===== config.mk =====
export PLATFORM = sky130hd
export DESIGN_NAME = apb_controller
export DESIGN_NICKNAME = d
export VERILOG_FILES = /design/src/rtl/apb_controller.sv
export SDC_FILE = /design/constraint.sdc
export NUM_CORES = 1
export LEC_CHECK = 0
export ABC_AREA = 1
export BUFFER_PORTS_ARGS = -buffer_cell sky130_fd_sc_hd__buf_2
export CORE_MARGIN = 2
export CORE_UTILIZATION = 30
export DETAILED_ROUTE_END_ITERATION = 6
export GPL_TIMING_DRIVEN = 0
export PLACE_DENSITY = 0.65
export SLEW_MARGIN = 20
export SYNTH_ARGS = -nofsm -noshare
export SYNTH_HDL_FRONTEND = slang
export SYNTH_SLANG_ARGS = --single-unit

===== constraint.sdc =====
create_clock -name hclk -period 3.17 [get_ports hclk]
set_input_delay 0 -clock hclk [delete_from_list [all_inputs] [get_ports hclk]]
set_output_delay 0 -clock hclk [all_outputs]
set_load 0.05 [all_outputs]

===== src/rtl/apb_controller.sv =====
// AHB-to-APB transfer sequencer: turns each qualified AHB address phase into one
// APB setup+access transfer, stalling the AHB master via hreadyout until it completes.
module apb_controller #(
  parameter int unsigned ADDR_W = 32,
  parameter int unsigned DATA_W = 32,
  parameter int unsigned NSEL   = 3
) (
  input  logic              hclk,
  input  logic              hreset,
  input  logic              valid,
  input  logic [ADDR_W-1:0] haddr,
  input  logic              hwrite,
  input  logic [NSEL-1:0]   tempselx,
  input  logic [DATA_W-1:0] hwdata,
  input  logic [DATA_W-1:0] prdata,
  input  logic              pready,
  output logic [NSEL-1:0]   pselx,
  output logic              penable,
  output logic              pwrite,
  output logic [ADDR_W-1:0] paddr,
  output logic [DATA_W-1:0] pwdata,
  output logic [DATA_W-1:0] hrdata,
  output logic              hreadyout,
  output logic [1:0]        hresp
);

  typedef enum logic [2:0] {
    ST_IDLE    = 3'd0,
    ST_RSETUP  = 3'd1,
    ST_RACCESS = 3'd2,
    ST_WWAIT   = 3'd3,
    ST_WSETUP  = 3'd4,
    ST_WACCESS = 3'd5
  } state_t;

  state_t            state, state_nxt;
  logic [NSEL-1:0]   sel_q, sel_nxt;
  logic [NSEL-1:0]   pselx_nxt;
  logic              penable_nxt, pwrite_nxt, hreadyout_nxt;
  logic [ADDR_W-1:0] paddr_nxt;
  logic [DATA_W-1:0] pwdata_nxt, hrdata_nxt;

  assign hresp = 2'b00;

  always_ff @(posedge hclk or posedge hreset) begin
    if (hreset) begin
      state     <= ST_IDLE;
      sel_q     <= '0;
      pselx     <= '0;
      penable   <= 1'b0;
      pwrite    <= 1'b0;
      paddr     <= '0;
      pwdata    <= '0;
      hrdata    <= '0;
      hreadyout <= 1'b1;
    end else begin
      state     <= state_nxt;
      sel_q     <= sel_nxt;
      pselx     <= pselx_nxt;
      penable   <= penable_nxt;
      pwrite    <= pwrite_nxt;
      paddr     <= paddr_nxt;
      pwdata    <= pwdata_nxt;
      hrdata    <= hrdata_nxt;
      hreadyout <= hreadyout_nxt;
    end
  end

  // Every output is registered: the comb block computes next values, holding by default.
  always_comb begin
    state_nxt     = state;
    sel_nxt       = sel_q;
    pselx_nxt     = pselx;
    penable_nxt   = penable;
    pwrite_nxt    = pwrite;
    paddr_nxt     = paddr;
    pwdata_nxt    = pwdata;
    hrdata_nxt    = hrdata;
    hreadyout_nxt = hreadyout;
    unique case (state)
      ST_IDLE: begin
        if (valid) begin
          paddr_nxt     = haddr;
          pwrite_nxt    = hwrite;
          hreadyout_nxt = 1'b0;
          if (hwrite) begin
            // Write data arrives a cycle later, so the select is parked until then.
            sel_nxt   = tempselx;
            state_nxt = ST_WWAIT;
          end else begin
            pselx_nxt = tempselx;
            state_nxt = ST_RSETUP;
          end
        end
      end
      ST_RSETUP: begin
        penable_nxt = 1'b1;
        state_nxt   = ST_RACCESS;
      end
      ST_RACCESS: begin
        if (pready) begin
          hrdata_nxt    = prdata;
          pselx_nxt     = '0;
          penable_nxt   = 1'b0;
          hreadyout_nxt = 1'b1;
          state_nxt     = ST_IDLE;
        end
      end
      ST_WWAIT: begin
        pwdata_nxt  = hwdata;
        pselx_nxt   = sel_q;
        penable_nxt = 1'b0;
        state_nxt   = ST_WSETUP;
      end
      ST_WSETUP: begin
        penable_nxt = 1'b1;
        state_nxt   = ST_WACCESS;
      end
      ST_WACCESS: begin
        if (pready) begin
          pselx_nxt     = '0;
          penable_nxt   = 1'b0;
          hreadyout_nxt = 1'b1;
          state_nxt     = ST_IDLE;
        end
      end
      default: state_nxt = ST_IDLE;
    endcase
  end

endmodule

==> metrics.txt, run 1 <==
Yosys top cell area share=61.3%; Min-Delay Endpoint=pwrite; initial antenna violation count=0; Die Y=125 um; CP Cell Sequence=clkbuf_2 > nor2_4 > inv_2 > nor3_2 > buf_4 > nand3_1 > dlygate4sd3_1 > nand2_1; R2R depth=8; H-tree depth=3; drt pass-1 iters=4; flops & latches, synth=108; grt ovf=0; Worst Path Arrival=2160 ps; CP top delay family=buffers and inverters; Num CTS Buffers=9; CTS root buf=clkbuf_16; postcts setup bufs=0; Worst-path clk slew=70 ps; worst hold stages=3; pwr/cell area=1170 nW/um2; Setup WS post-layout=1290 ps; beginning of the worst hold path=hwrite; row cnt=44; Layout Cells excl Fill=934; CTS tree=done; chip width=125 um; HPWL after DPL=7580 um; placed insts=814; max incr delay on CP=580 ps; share of cells above drive strength 1=36.9%; Max-cap violations=0; clock period minus worst slack=1880 ps; Worst Skew=4.33 ps; Area Growth Syn to Fin=60.3%; routed vias=3928; worst vdd ir=0.637 mV; worst path buffer plus inverter count=4; final worst path period share=59.3%; reg2reg start=state[0]; maximum clock rate=532 MHz; commonest non-fill, non-tap cell in the layout=nand2_1; WL per Instance=13.0 um; GPL Wtd Cong=0.737; largest net degree at the start of global routing=56; CTS Hold Buffers Added=104; Final Max Slew Viols=0; DRC errors left=0; total track usage=16.0%; Reg2Reg Capture Point=sel_q[2]; first-pass GRT wire length=20000 um; synthesized area per cell=10.3 um2; slowest CP cell=dlygate4sd3_1; NumNets Final=849; kind of critical path=flip-flop to flip-flop; Clock Sinks=108; number of gates resized after cts=0; core box area=14400 um2; Critical Path Source=state[0]; synthesis warning total=0; unrepaired setup endpoints after global routing=false; endpoints failing hold=0; Die ar.=15500 um2; Worst-Skew Late Latency=340 ps; Starting DRT DRC Count=150; commonest cells after routing, fill and taps aside=nand2_1, buf_2, dfrtp_1; worst path required time=3450 ps; Diodes inserted=0; synthesized area=4370 um2; number of setup violations in the final report=0; Final ANT Viol Nets=0; worst slack, placed=1660 ps; Slew @ Worst Pin=516 ps; Seq/Total Area, Yosys=61.9%; Reg2Reg Setup Slack=1290 ps; status=completed; headroom to the max-slew limit=65.6%; startpoint types=flip-flop; CP Max Fanout=10; Final Power=8.17 mW; Leak=3.87 nW; top cells by area, synth=dfrtp_1, nand2_1, mux2_4, buf_6, nand3_1; CP endpoint kind=flip-flop; Ports=208; final hold slack=32.6 ps; Routed Wire Length=12100 um; CTS max path bufs=2; I/O Buffers=205; count of different cell masters after synthesis=23; hold crit path type=input port to flip-flop; Cells after Synth=423; Vias/cell=4.21; Yosys top cell by area=dfrtp_1; number of global-route vias before repair=4084; Starting Density=30.4%
[sequential cells by signal, indices dropped and copies added, names as in the netlist]
register and cells:
paddr 32, pwdata 32, pwrite 1, state 3, pselx 3, hreadyout 1, hrdata 32, penable 1
sel_q 3
[worst max-delay path by stage]
stage / endpoint / slack (ps) / depth (start not counted)
after CTS: sel_q[0] / 1310 / 8
final: sel_q[2] / 1290 / 8
after detailed placement: paddr[24] / 1660 / 8
after global routing: sel_q[2] / 1090 / 8
after floorplan: hrdata[0] / 330 / 1
after global placement: hrdata[15] / -1100 / 2
[area by class of cell]
class,instances,area [um2]
multi-input combinational,286,1490
clock buffer,16,302
timing repair buffer,310,2090
inverter,10,42.5
fill,1296,7360
tap,184,230
buffer,20,145
sequential,108,2700
[routing by layer]
metal	wire, um	global-route usage, %	vias up
li1	-	-	1948
met1	5410	20.3	1813
met2	5690	26.2	148
met3	751	3.87	19
met4	284	7.07	0
met5	0	0	-
[worst reg2reg max path: cells and delay by family, from the launching register on]
family	cells	cell delay, ps
AND/OR/NAND/NOR	4	460
buffers and inverters	4	1030
flip-flops	1	360
[cells by family (layout without fill, tap and decap cells)]
family,count (synthesis),count (layout),share of synthesized area [%]
AO/OA/AOI/OAI,5,5,0.630
flip-flops,108,108,61.9
other,1,2,0.0858
AND/OR/NAND/NOR,247,247,22.4
multiplexers,32,32,10.8
buffers and inverters,30,356,4.18
[power breakdown]
part	internal, mW	total (mW)	switching, mW
Clock	0.642	1.12	0.475
Sequential	2.06	2.41	0.342
Combinational	1.27	4.65	3.38
Total	3.98	8.17	4.19
[through the flow]
step | area (um2) | TNS (ps) | util (%)
2_1_floorplan | 4370 | 0 | -
3_3_place_gp | 5630 | -116670 | 39.2
3_5_place_dp | 5660 | 0 | 39.4
4_1_cts | 7000 | 0 | 48.7
5_1_grt | 7000 | 0 | 48.7
6_report | 7000 | 0 | 48.7
[synthesized netlist by cell type]
library cell / count
a21boi_0: 1
a21oi_1: 1
buf_2: 1
buf_4: 6
buf_6: 6
clkbuf_1: 6
clkbuf_2: 1
conb_1: 1
dfrtp_1: 107
dfstp_2: 1
inv_1: 6
inv_2: 4
mux2_2: 2
mux2_4: 30
nand2_1: 228
nand2_2: 1
nand3_1: 9
nand3_4: 1
nand4_1: 1
nor2_1: 4
nor2_4: 2
nor3_2: 1
o21ai_0: 3
(Power assumes the default switching activity.)
==> run 2, diff against run 1 <==
- PLACE_DENSITY: 0.65 -> 0.67
- clock period: 3.17 -> 1.6 ns (I/O delays scaled with it)
==> run 2 against run 1 <==
Routed wire length increased by 7.1%; die area unchanged; core utilization increased by 0.28 points; highest routed layer unchanged.
==> metrics.txt, run 2 (synthesis results as in run 1) <==
grt ovf=0; worst path required time=1840 ps; final worst path period share=92.9%; CP top delay family=buffers and inverters; largest net degree at the start of global routing=34; startpoint types=flip-flop; HPWL after DPL=8010 um; Starting DRT DRC Count=186; Final ANT Viol Nets=0; initial antenna violation count=0; first-pass GRT wire length=21200 um; Worst-path clk slew=70 ps; hold crit path type=input port to flip-flop; R2R depth=8; top flop regs=hrdata: 32 flops, paddr: 32 flops, pwdata: 32 flops; reg2reg start=state[0]; CP Max Fanout=10; worst vdd ir=1.06 mV; slowest CP cell=dfrtp_1; Num CTS Buffers=9; Area Growth Syn to Fin=61.2%; sequential share of power=29.3%; I/O Buffers=205; fin area=7040 um2; routed vias=4021; Diodes inserted=0; Final Max Slew Viols=0; endpoints failing hold=0; Routed Wire Length=13000 um; final core occ=49.0%; Final Power=16.4 mW; number of global-route vias before repair=4215; Leak=3.90 nW; pwr/cell area=2330 nW/um2; drt pass-1 iters=5; Die Y=125 um; unrepaired setup endpoints after global routing=true; row cnt=44; Critical Path Source=state[0]; Vias/cell=4.31; CTS max path bufs=2; commonest cells after routing, fill and taps aside=nand2_1, buf_2, dfrtp_1; Pint=7.93 mW; postcts setup bufs=0; NumNets Final=849; Ports=208; NetSw=8.49 mW; GPL Wtd Cong=0.725; Worst-Skew Late Latency=350 ps; Max-cap violations=0; chip width=125 um; Slew @ Worst Pin=610 ps; clock share of power=14.1%; headroom to the max-slew limit=59.3%; CTS root buf=clkbuf_16; beginning of the worst hold path=valid; kind of critical path=flip-flop to flip-flop; Sw Ratio=51.7%; max incr delay on CP=360 ps; Starting Density=30.4%; CP Depth=8; status=completed; DP Area=5700 um2; Reg2Reg Setup Slack=110 ps; commonest non-fill, non-tap cell in the layout=nand2_1; number of setup violations in the final report=0; H-tree depth=3; Die ar.=15500 um2; Worst Path Arrival=1730 ps; CP endpoint kind=flip-flop; CTS tree=done; DRC errors left=0; worst hold stages=6; Worst Skew=4.18 ps; clock period minus worst slack=1490 ps; core box area=14400 um2; Clock Sinks=108; CP Cell Sequence=clkbuf_2 > nor2_4 > inv_2 > nor3_2 > inv_2 > buf_1 > nand2_1 > nand2_1; Filler Cell Count=1282; share of cells above drive strength 1=38.1%; total track usage=17.0%; worst path buffer plus inverter count=4; maximum clock rate=673 MHz; WL per Instance=13.9 um; combinational share of power=56.6%
[run 2: changes by cell type in the layout (fill, tap and decap cells not counted), sizes merged]
cell / change
clkinv: +3
clkinvlp: +2
inv: -1
bufinv: +1
buf: +3
clkbuf: -6
dlygate4sd3: -2
[run 2: power groups by stage]
stage	combinational [mW]	clock [mW]	sequential, mW
floorplan	2.52	0	9.21
global placement	8.96	0	4.75
detailed placement	9.06	0	4.78
CTS	9.27	2.40	4.76
global route	9.87	2.51	4.96
finish	9.29	2.32	4.80
[run 2: per-stage QoR]
step | worst slack (ps) | TNS, ps | hold slack, ps | std cells
finish | 114 | 0 | 105 | 934
global route | 0.956 | 0 | 136 | 934
CTS | 47.4 | 0 | 98.0 | 934
detailed placement | 67.1 | 0 | 112 | 816
global placement | -491 | -51500 | 193 | 813
floorplan | 281 | 0 | 110 | 424
[run 2: worst reg2reg max path: stages (launching register included)]
cell      delay (ps)
dfrtp_1          360
clkbuf_2         170
nor2_4           130
inv_2             40
nor3_2           160
inv_2            100
buf_1            250
nand2_1          120
nand2_1           60
[run 2: what timing repair did]
| item | CTS | global route |
|---|---|---|
| resized for setup | 0 | 12 |
| hold buffers | 102 | 0 |
| hold endpoints to repair | 124 | 0 |
| endpoints found under the setup margin | 0 | 43 |
[run 2: worst paths after layout]
kind	end
max in group asynchronous	hreadyout
worst max-delay path	paddr[27]
worst max register to register	paddr[27]
worst min-delay path	paddr[28]
worst min register to register	paddr[17]
min in group asynchronous	pwdata[23]
[run 2: layout make-up]
class                      instances  area [um2]  area share [%]
multi-input combinational        286        1490            21.1
sequential                       108        2700            38.4
tap                              184         230            3.27
clock buffer                      11         253            3.59
inverter                          10        43.8           0.622
buffer                            20         150            2.13
timing repair buffer             310        2110            30.0
clock inverter                     5        60.1           0.853
[run 2: metal layers]
| metal | GRT usage [%] | up-vias | share of wire (%) |
|---|---|---|---|
| met5 | 0 | - | 0 |
| met4 | 4.30 | 0 | 1.5 |
| met3 | 6.01 | 20 | 7.0 |
| met2 | 29.0 | 176 | 48 |
| met1 | 20.5 | 1881 | 43 |
| li1 | - | 1944 | - |
==> run 3, diff against run 2 <==
- CELL_PAD_IN_SITES_DETAIL_PLACEMENT: default -> 0
- CELL_PAD_IN_SITES_GLOBAL_PLACEMENT: default -> 1
- PLACE_DENSITY: 0.67 -> 0.84
==> run 3 against run 2 <==
Cell count did not move; first-iteration DRC count down 35%; core utilization fell by 0.30 points; sequential share of layout area rose by 0.23 points; largest power group unchanged; highest routed layer unchanged.
==> metrics.txt, run 3 (synthesis results as in run 1) <==
status=completed; Layout Cells excl Fill=934; Worst-Skew Late Latency=340 ps; DP Area=5690 um2; pwr/cell area=2300 nW/um2; max incr delay on CP=360 ps; fin area=7000 um2; Worst Skew=3.84 ps; beginning of the worst hold path=valid; commonest non-fill, non-tap cell in the layout=nand2_1; Slew @ Worst Pin=497 ps; maximum clock rate=691 MHz; HPWL after DPL=8110 um; Routed Wire Length=12200 um; Ports=208; CP endpoint kind=flip-flop; Clock Sinks=108; number of setup violations in the final report=0; core box area=14400 um2; Final Max Slew Viols=0; worst path required time=1830 ps; chip width=125 um; row cnt=44; initial antenna violation count=0; clock period minus worst slack=1450 ps; Max-cap violations=0; I/O Buffers=205; grt ovf=0; kind of critical path=flip-flop to flip-flop; Die ar.=15500 um2; CP Cell Sequence=buf_2 > nor2_4 > nand3_4 > buf_6 > mux2_4; hold crit path type=input port to flip-flop; Reg2Reg Capture Point=hrdata[24]; CTS root buf=clkbuf_16; unrepaired setup endpoints after global routing=false; worst vdd ir=1.22 mV; number of global-route vias before repair=4099; routed vias=3932; startpoint types=flip-flop; Reg2Reg Setup Slack=150 ps; WL per Instance=13.1 um; largest net degree at the start of global routing=33; final worst path period share=90.4%; worst hold stages=6; Worst-path clk slew=70 ps; reg2reg start=state[2]; H-tree depth=3; drt pass-1 iters=4; Final ANT Viol Nets=0; R2R depth=5; Die Y=125 um; CTS tree=done; Num CTS Buffers=9; first-pass GRT wire length=20400 um; Area Growth Syn to Fin=60.3%; CP Max Fanout=10; slowest CP cell=dfrtp_1; Filler Cell Count=1286; placed insts=816; Starting DRT DRC Count=121; Min-Delay Endpoint=paddr[28]; Diodes inserted=0; GPL Wtd Cong=0.763; Leak=3.89 nW; endpoints failing hold=0; DRC errors left=0; Starting Density=30.4%; commonest cells after routing, fill and taps aside=nand2_1, buf_2, dfrtp_1; top flop regs=hrdata: 32 flops, paddr: 32 flops, pwdata: 32 flops; Worst Path Arrival=1670 ps; Vias/cell=4.21; CTS max path bufs=2; NumNets Final=849; headroom to the max-slew limit=66.8%; share of cells above drive strength 1=38.3%; total track usage=16.1%
run 3: cell types whose count changed in the layout (fill, tap and decap cells not counted):
cell,before,now
clkinv_2,1,4
clkinv_4,2,0
inv_6,0,2
buf_1,1,0
buf_12,2,3
buf_16,1,0
bufinv_16,1,0
clkbuf_2,5,6
clkbuf_8,2,1
clkinvlp_4,2,1
run 3: area by class of cell:
| cell class | count | area (um2) | area share, % |
|---|---|---|---|
| Inverter | 10 | 43.8 | 0.625 |
| Clock buffer | 10 | 239 | 3.41 |
| Buffer | 20 | 151 | 2.16 |
| Clock inverter | 6 | 37.5 | 0.536 |
| Tap cell | 184 | 230 | 3.29 |
| Timing Repair Buffer | 310 | 2110 | 30.1 |
| Sequential cell | 108 | 2700 | 38.6 |
| Multi-Input combinational cell | 286 | 1490 | 21.3 |
run 3: routing by layer:
layer,vias to the layer above,share of wire [%],track usage (%)
met2,146,48,27.1
met3,11,6.3,4.21
met5,-,0,0
li1,1948,-,-
met1,1827,44,20.2
met4,0,1.3,5.22
run 3: what timing repair did:
action,4_1_cts,5_1_grt
hold buffers,102,0
hold endpoints to repair,120,0
gates resized for setup,0,12
endpoints found under the setup margin,0,53
setup buffers,0,0
run 3: per-stage QoR:
step	total power [mW]	util [%]	worst slack, ps	setup TNS (ps)	hold slack (ps)
3_5_place_dp	13.9	39.6	64.8	0	57.0
2_1_floorplan	11.7	-	281	0	110
5_1_grt	17.1	48.7	2.48	0	177
4_1_cts	16.2	48.7	49.9	0	131
3_3_place_gp	13.7	39.2	-509	-53460	194
6_report	16.1	48.7	154	0	140
run 3: worst max-delay path by stage:
stage / endpoint / slack (ps) / from / cells past startpoint
final: hrdata[24] / 150 / state[2] / 5
after global routing: pwdata[14] / 2 / state[1] / 6
after CTS: pwdata[9] / 50 / state[2] / 7
after detailed placement: pselx[1] / 60 / state[2] / 9
after global placement: paddr[13] / -510 / hreset / 2
after floorplan: hrdata[0] / 280 / state[2] / 5
run 3: where the power goes:
group	internal (mW)	switching (mW)
sequential	4.09	0.696
combinational	2.54	6.67
clock	1.10	1.03
total	7.72	8.40
run 3: critical path: cells and delay by family, from the launching register on:
kind	cells	cell delay (ps)
buffers and inverters	2	370
flip-flops	1	360
multiplexers	1	300
AND/OR/NAND/NOR	2	290
